===== config.mk =====
export PLATFORM = sky130hd
export DESIGN_NAME = fetch_sprime_flat
export DESIGN_NICKNAME = d
export VERILOG_FILES = /design/src/rtl/fetch_sprime_if.sv /design/src/rtl/fetch_sprime.sv /design/src/flat_wrapper.sv
export SDC_FILE = /design/constraint.sdc
export NUM_CORES = 1
export LEC_CHECK = 0
export ABC_AREA = 1
export CAP_MARGIN = 30
export CORE_MARGIN = 10
export CORE_UTILIZATION = 45
export CTS_CLUSTER_SIZE = 30
export DETAILED_ROUTE_END_ITERATION = 6
export PLACE_DENSITY = 0.71
export SLEW_MARGIN = 15
export SYNTH_ARGS = -nofsm -noshare
export SYNTH_HDL_FRONTEND = slang
export SYNTH_SLANG_ARGS = --single-unit

===== constraint.sdc =====
create_clock -name CLOCK_50_I -period 4.9 [get_ports CLOCK_50_I]
set_clock_uncertainty 0.1 [all_clocks]
set_input_delay 0.98 -clock CLOCK_50_I [delete_from_list [all_inputs] [get_ports CLOCK_50_I]]
set_output_delay 0.98 -clock CLOCK_50_I [all_outputs]
set_load 0.01 [all_outputs]

===== src/rtl/fetch_sprime_if.sv =====
// Bus bundle between fetch_sprime, the shared SRAM controller mux, DPRAM port A
// and the top-level decoder FSM.
interface fetch_sprime_if;
    logic        FS_start;
    logic        FS_done;
    logic        FS_last_block;
    logic [17:0] SRAM_address;
    logic        SRAM_we_n;
    logic [15:0] SRAM_read_data;
    logic [6:0]  DP_address;
    logic [31:0] DP_write_data;
    logic        DP_we;

    // master: the fetch block itself
    modport master (
        input  FS_start,
        input  SRAM_read_data,
        output FS_done,
        output FS_last_block,
        output SRAM_address,
        output SRAM_we_n,
        output DP_address,
        output DP_write_data,
        output DP_we
    );

    // slave: decoder FSM / SRAM / DPRAM side
    modport slave (
        output FS_start,
        output SRAM_read_data,
        input  FS_done,
        input  FS_last_block,
        input  SRAM_address,
        input  SRAM_we_n,
        input  DP_address,
        input  DP_write_data,
        input  DP_we
    );
endinterface


===== src/rtl/fetch_sprime.sv =====
// Fetches one 8x8 S' block per FS_start from SRAM into DPRAM port A, walking
// Y, U, V blocks in the same order the post-IDCT writer uses.
//
// state      | meaning
// -----------+------------------------------------------------------
// S_FS_IDLE  | waiting for FS_start
// S_FS_READ  | issuing SRAM addresses for elements k = 0..63
// S_FS_LO_1  | draining first in-flight read
// S_FS_LO_2  | draining second in-flight read
// S_FS_DONE  | FS_done pulse; block pointer advances on exit
module fetch_sprime #(
    parameter int unsigned RB_LAST = 29
) (
    input  logic           CLOCK_50_I,
    input  logic           Resetn,
    fetch_sprime_if.master fs
);

    localparam logic [17:0] Y_BASE = 18'd76800;
    localparam logic [17:0] U_BASE = 18'd153600;
    localparam logic [17:0] V_BASE = 18'd192000;
    localparam logic [4:0]  RB_END = RB_LAST[4:0];

    typedef enum logic [2:0] {
        S_FS_IDLE,
        S_FS_READ,
        S_FS_LO_1,
        S_FS_LO_2,
        S_FS_DONE
    } fs_state_t;

    typedef enum logic [1:0] {
        SEG_Y,
        SEG_U,
        SEG_V
    } seg_t;

    fs_state_t   state_q, state_d;
    logic [5:0]  k_q, k_d;
    logic [17:0] addr_q, addr_d;
    seg_t        seg_q, seg_d;
    logic [5:0]  cb_q, cb_d;
    logic [4:0]  rb_q, rb_d;
    logic        last_q, last_d;

    logic        rd_vld_q;
    logic [5:0]  rd_k_q;
    logic        dp_we_q;
    logic [6:0]  dp_addr_q;
    logic [31:0] dp_data_q;

    logic        fs_done;
    logic        adv;
    logic [5:0]  k_issue;
    logic [5:0]  cb_last;
    logic [7:0]  row;
    logic [17:0] row18;
    logic [17:0] row_off;
    logic [17:0] col_off;
    logic [17:0] base;
    logic [17:0] elem_addr;

    // Index of the element whose address is loaded at the coming edge.
    always_comb begin
        k_issue = 6'd0;
        if (state_q == S_FS_READ) begin
            k_issue = k_q + 6'd1;
        end
    end

    always_comb begin
        row     = {rb_q, 3'b000} + {5'd0, k_issue[5:3]};
        row18   = {10'd0, row};
        col_off = {9'd0, cb_q, k_issue[2:0]};
        base    = Y_BASE;
        row_off = (row18 << 8) + (row18 << 6);
        case (seg_q)
            SEG_U: begin
                base    = U_BASE;
                row_off = (row18 << 7) + (row18 << 5);
            end
            SEG_V: begin
                base    = V_BASE;
                row_off = (row18 << 7) + (row18 << 5);
            end
            default: begin
                base    = Y_BASE;
                row_off = (row18 << 8) + (row18 << 6);
            end
        endcase
        elem_addr = base + row_off + col_off;
    end

    always_comb begin
        state_d = state_q;
        k_d     = k_q;
        addr_d  = addr_q;
        adv     = 1'b0;
        fs_done = 1'b0;
        case (state_q)
            S_FS_IDLE: begin
                if (fs.FS_start) begin
                    state_d = S_FS_READ;
                    k_d     = 6'd0;
                    addr_d  = elem_addr;
                end
            end
            S_FS_READ: begin
                if (k_q == 6'd63) begin
                    state_d = S_FS_LO_1;
                end else begin
                    k_d    = k_issue;
                    addr_d = elem_addr;
                end
            end
            S_FS_LO_1: state_d = S_FS_LO_2;
            S_FS_LO_2: state_d = S_FS_DONE;
            S_FS_DONE: begin
                state_d = S_FS_IDLE;
                fs_done = 1'b1;
                adv     = 1'b1;
            end
            default: state_d = S_FS_IDLE;
        endcase
    end

    // Block pointer: CB fastest, then RB, then segment Y->U->V->Y.
    always_comb begin
        cb_last = (seg_q == SEG_Y) ? 6'd39 : 6'd19;
        seg_d   = seg_q;
        cb_d    = cb_q;
        rb_d    = rb_q;
        last_d  = last_q;
        if (adv) begin
            if (cb_q != cb_last) begin
                cb_d = cb_q + 6'd1;
            end else begin
                cb_d = 6'd0;
                if (rb_q != RB_END) begin
                    rb_d = rb_q + 5'd1;
                end else begin
                    rb_d = 5'd0;
                    case (seg_q)
                        SEG_Y:   seg_d = SEG_U;
                        SEG_U:   seg_d = SEG_V;
                        default: seg_d = SEG_Y;
                    endcase
                end
            end
            last_d = (seg_d == SEG_V) && (cb_d == 6'd19) && (rb_d == RB_END);
        end
    end

    always_ff @(posedge CLOCK_50_I or negedge Resetn) begin
        if (!Resetn) begin
            state_q <= S_FS_IDLE;
            k_q     <= 6'd0;
            addr_q  <= 18'd0;
            seg_q   <= SEG_Y;
            cb_q    <= 6'd0;
            rb_q    <= 5'd0;
            last_q  <= 1'b0;
        end else begin
            state_q <= state_d;
            k_q     <= k_d;
            addr_q  <= addr_d;
            seg_q   <= seg_d;
            cb_q    <= cb_d;
            rb_q    <= rb_d;
            last_q  <= last_d;
        end
    end

    // Read data for the address issued in cycle n is captured at the end of n+1.
    always_ff @(posedge CLOCK_50_I or negedge Resetn) begin
        if (!Resetn) begin
            rd_vld_q  <= 1'b0;
            rd_k_q    <= 6'd0;
            dp_we_q   <= 1'b0;
            dp_addr_q <= 7'd0;
            dp_data_q <= 32'd0;
        end else begin
            rd_vld_q <= (state_q == S_FS_READ);
            rd_k_q   <= k_q;
            dp_we_q  <= rd_vld_q;
            if (rd_vld_q) begin
                dp_addr_q <= {1'b0, rd_k_q};
                dp_data_q <= {{16{fs.SRAM_read_data[15]}}, fs.SRAM_read_data};
            end
        end
    end

    assign fs.FS_done       = fs_done;
    assign fs.FS_last_block = last_q;
    assign fs.SRAM_address  = addr_q;
    assign fs.SRAM_we_n     = 1'b1;
    assign fs.DP_address    = dp_addr_q;
    assign fs.DP_write_data = dp_data_q;
    assign fs.DP_we         = dp_we_q;

endmodule

===== src/flat_wrapper.sv =====
// flat-port wrapper written by rule: the top's interface ports become plain ports
module fetch_sprime_flat 
#(
    parameter int unsigned RB_LAST = 29
)
  (CLOCK_50_I, Resetn, fs_FS_start, fs_SRAM_read_data, fs_FS_done, fs_FS_last_block, fs_SRAM_address, fs_SRAM_we_n, fs_DP_address, fs_DP_write_data, fs_DP_we);
  fetch_sprime_if fs_i ();
  input  logic CLOCK_50_I;
  input  logic Resetn;
  input wire logic [$bits(fs_i.FS_start)-1:0] fs_FS_start;
  input wire logic [$bits(fs_i.SRAM_read_data)-1:0] fs_SRAM_read_data;
  output wire logic [$bits(fs_i.FS_done)-1:0] fs_FS_done;
  output wire logic [$bits(fs_i.FS_last_block)-1:0] fs_FS_last_block;
  output wire logic [$bits(fs_i.SRAM_address)-1:0] fs_SRAM_address;
  output wire logic [$bits(fs_i.SRAM_we_n)-1:0] fs_SRAM_we_n;
  output wire logic [$bits(fs_i.DP_address)-1:0] fs_DP_address;
  output wire logic [$bits(fs_i.DP_write_data)-1:0] fs_DP_write_data;
  output wire logic [$bits(fs_i.DP_we)-1:0] fs_DP_we;
  assign fs_i.FS_start = fs_FS_start;
  assign fs_i.SRAM_read_data = fs_SRAM_read_data;
  assign fs_FS_done = fs_i.FS_done;
  assign fs_FS_last_block = fs_i.FS_last_block;
  assign fs_SRAM_address = fs_i.SRAM_address;
  assign fs_SRAM_we_n = fs_i.SRAM_we_n;
  assign fs_DP_address = fs_i.DP_address;
  assign fs_DP_write_data = fs_i.DP_write_data;
  assign fs_DP_we = fs_i.DP_we;
  fetch_sprime #(.RB_LAST(RB_LAST)) u_core (.CLOCK_50_I(CLOCK_50_I), .Resetn(Resetn), .fs(fs_i));
endmodule

==> impl_results.md <==
* Die extent in x at 114.6 um
* CP cell instances: nor3_4, inv_1, nor3_1, ha_1, inv_1, fa_1, inv_1, nand2_1, nand2_1, nand3_1, a31oi_1, xor2_1, o21ai_0, ha_1, a21oi_1, nor2_1, a211oi_1, nand3_1, nand3_1, nand2_1
* Final Total Pwr at 2.167 mW
* Max FO, Critical Path at 7
* Via count normalized by instance count at 5.078
* CTS tree: done
* Sum of negative setup slack at 0 ns
* Switching power share of the total at 33.46%
* Drt total wl at 8787 um
* I/O Pins at 80
* Number of standard cells in the final layout excluding fillers at 640
* Pins Over Slew Limit at 0
* Max capacitance violation total at 0
* Clk Tree Root Cell: sky130_fd_sc_hd__clkbuf_8
* Data arrival, critical path at 4.34 ns
* Period Utilization, post-route at 85.71%
* Flops & latches, synth at 68
* # diodes at 0
* Most used routing layer: met2
* DP HPWL at 6743 um
* Leading post-synthesis cells by cell area: sky130_fd_sc_hd__dfrtp_1 42%, sky130_fd_sc_hd__nand2_1 10%, sky130_fd_sc_hd__ha_1 8.1%
* Number of buffers created by CTS at 9
* Post-synthesis cell type with the largest combined area: sky130_fd_sc_hd__dfrtp_1
* Average wire per standard cell at 13.73 um
* Synth Cell Area at 4030 um^2
* Sequential power share at 38.7%
* DRC violations left at 0
* Total track usage at 13.75%
* Chip height at 114.6 um
* Cell depth of the worst flop-to-flop path at 20
* Fraction of layout cells with a size suffix above 1 at 9.398%
* Final min period at 4.200 ns
* Crit Reg-Reg Startpoint: u_core.state_q[1]
* Internal power at 1.442 mW
* Peak supply drop at 0.0001500 V
* Total of endpoints with negative setup slack in the final report at 0
* Placed standard-cell area at 4727 um^2
* Power density over the cells at 440.2 nW/um^2
* Setup repair after global routing missed its margin: no
* Leakage power of the design at 2.324 nW
* Rows at 34
* Syn_nets at 515
* Worst slew pin tran at 0.8850 ns
* Share of total power in combinational logic at 39.7%
* Port Buffer Count at 77
* Relative slew slack at 41.00%
* Pin count of the biggest net entering global routing at 36
* Proportion of power drawn by the clock network at 21.5%
* Yosys Warn Count at 0
* Number of buffers inserted to repair setup after CTS at 0
* Class of the most critical setup path: register to register
* GP Congestion at 0.8339
* Met3 routing resource usage after global routing at 3.774%
* Met1 Usage GRT at 16.30%
* Number of distinct library cells after synthesis at 38
* Endpoint class of the critical path: register
* Net count, final at 574
* Critical Path Slowest Stage Cell: sky130_fd_sc_hd__dfrtp_1
* Number of filler cells placed in the layout at 792
* Vias in the first global route at 3232
* Total overflow reported by the global router at 0
* Cell count after placement at 624
* Core outline area at 8721 um^2
* CTS clock-pin slew for the worst setup and hold paths at 0.07 ns
* Area Overhead vs Synth at 22.14%
* CTS Hold Buffers Added at 0
* Gate Count Post-Synth at 468
* Maximum cell stage delay along the critical path at 0.47 ns
* Reg-to-reg endpoint: u_core.fs.SRAM_address[16]
* Floorplan die area at 13140 um^2
* Type of origin of the critical path: register
* Most common cell after layout, fill and taps aside: sky130_fd_sc_hd__nand2_1
* Vias at 3250
* Most frequent cells in the layout: 111 x sky130_fd_sc_hd__nand2_1, 76 x sky130_fd_sc_hd__clkdlybuf4s50_1, 68 x sky130_fd_sc_hd__dfrtp_1
* Remaining antenna violation count after routing at 0
* Initial Util at 46.21%
* Number of H-tree levels at 3
* Number of instances on the worst hold path at 0
* Sinks on the clock net at 68
* Hold WC Path Type: register to register
* Highest achievable clock rate at 238.1 MHz
* Sequential cell area fraction in the yosys report at 42.22%
* First-pass GRT wire length at 14930 um
* Routing usage on met2 at 22.80%
* Quantity of gates resized following cts at 0
* Latest clock arrival within the worst-skew pair at 0.35 ns
* DRC marker count from the first detailed-route iteration at 219
* Worst R2R Setup Slack at 0.70 ns
* First drt pass iteration count at 4
* Number of antenna violations at the first check in global routing at 0
* Worst path required time at 5.04 ns
* Run status: complete, no violations
* Clock tree buffer depth at 2
* Critical path origin: u_core.state_q[1]
* Synth top area share at 42.22%
* Power dissipated by switching net loads at 0.7249 mW
* Average instance area after synthesis at 8.611 um^2
* Critical Path Sink: u_core.fs.SRAM_address[16]
* Post-route cell area at 4922 um^2
* Final-report hold violation count at 0
-- critical path, delay by kind of cell, from the launching register on --
family,cells,cell delay (ns)
XOR/XNOR,1,0.18
adder cells (fa/ha/maj),3,0.99
buffers and inverters,3,0.24
AND/OR/NAND/NOR,9,1.33
flip-flops,1,0.47
AO/OA/AOI/OAI,4,0.78
-- cell families (layout without fill, tap and decap cells) --
kind of cell | count (synthesis) | in the layout | share of synthesized area [%]
flops | 68 | 68 | 42.22
compound gates | 62 | 62 | 8.941
mux | 23 | 23 | 6.396
xor+xnor | 11 | 11 | 2.391
other cells | 2 | 2 | 0.1863
fa+ha+maj | 28 | 28 | 9.065
buf+inv | 83 | 147 | 10.18
simple gates | 191 | 191 | 20.61
-- how the worst min path moves through the flow --
stage,start,end,slack (ns)
after floorplan,u_core.k_q[3],u_core.rd_k_q[3],0.25
after global routing,u_core.k_q[3],u_core.rd_k_q[3],0.29
after CTS,u_core.k_q[3],u_core.rd_k_q[3],0.29
final,u_core.k_q[3],u_core.rd_k_q[3],0.28
after global placement,u_core.k_q[3],u_core.rd_k_q[3],0.26
after detailed placement,u_core.k_q[3],u_core.rd_k_q[3],0.27
-- routing by layer --
metal	up-vias	wire [um]
met5	-	0
met4	0	143
met3	11	684
met2	82	4024
met1	1523	3935
li1	1634	-
-- cell usage after synthesis --
cell	number
sky130_fd_sc_hd__a211oi_1	1
sky130_fd_sc_hd__a21oi_1	9
sky130_fd_sc_hd__a21oi_4	1
sky130_fd_sc_hd__a311o_1	1
sky130_fd_sc_hd__a31oi_1	2
sky130_fd_sc_hd__a32o_1	1
sky130_fd_sc_hd__buf_1	2
sky130_fd_sc_hd__buf_2	1
sky130_fd_sc_hd__buf_4	22
sky130_fd_sc_hd__buf_6	2
sky130_fd_sc_hd__clkbuf_1	3
sky130_fd_sc_hd__conb_1	2
sky130_fd_sc_hd__dfrtp_1	68
sky130_fd_sc_hd__fa_1	2
sky130_fd_sc_hd__ha_1	26
sky130_fd_sc_hd__inv_1	50
sky130_fd_sc_hd__inv_2	3
sky130_fd_sc_hd__mux2_2	22
sky130_fd_sc_hd__mux2i_1	1
sky130_fd_sc_hd__nand2_1	111
sky130_fd_sc_hd__nand2_4	1
sky130_fd_sc_hd__nand3_1	42
sky130_fd_sc_hd__nand3b_1	2
sky130_fd_sc_hd__nand4_1	3
sky130_fd_sc_hd__nor2_1	22
sky130_fd_sc_hd__nor2_2	1
sky130_fd_sc_hd__nor3_1	5
sky130_fd_sc_hd__nor3_4	2
sky130_fd_sc_hd__o211ai_1	2
sky130_fd_sc_hd__o21ai_0	32
sky130_fd_sc_hd__o21ai_1	6
sky130_fd_sc_hd__o21ai_2	3
sky130_fd_sc_hd__o21bai_1	1
sky130_fd_sc_hd__o22ai_1	2
sky130_fd_sc_hd__o31ai_1	1
sky130_fd_sc_hd__or2_2	2
sky130_fd_sc_hd__xnor2_1	5
sky130_fd_sc_hd__xor2_1	6
-- state kept, by name, indices dropped and copies added, names as in the netlist, 2 cells and up --
signal,flops
u_core.cb_q,6
u_core.state_q,3
u_core.rb_q,5
u_core.fs.DP_address,6
u_core.seg_q,2
u_core.fs.DP_write_data,16
u_core.fs.SRAM_address,18
u_core.k_q,3
u_core.rd_k_q,6
-- layout make-up --
class	count	area [um^2]	share of cell area, %
Tap cell	108	135.1	2.745
Sequential cell	68	1702	34.57
Timing Repair Buffer	78	773.2	15.71
Clock buffer	13	148.9	3.025
Multi-Input combinational cell	317	1918	38.97
Inverter	53	198.9	4.042
Clock inverter	3	46.29	0.9405
-- through the flow --
stage / hold slack (ns) / utilization [%] / setup slack, ns
after floorplan: 0.2537 / - / 1.124
after global placement: 0.2599 / 54.20 / 0.8799
after detailed placement: 0.2680 / 54.20 / 0.7273
after CTS: 0.2855 / 56.44 / 0.7201
after global routing: 0.2919 / 56.44 / 0.2930
final: 0.2838 / 56.44 / 0.7003
-- power groups by stage --
stage	Clock (mW)	Sequential, mW	Combinational [mW]
after floorplan	0	0.865	0.513
after global placement	0	0.842	0.868
after detailed placement	0	0.854	0.877
after CTS	0.481	0.842	0.880
after global routing	0.504	0.867	0.946
final	0.467	0.839	0.861
No activity file was read; power rests on OpenSTA's default activity.
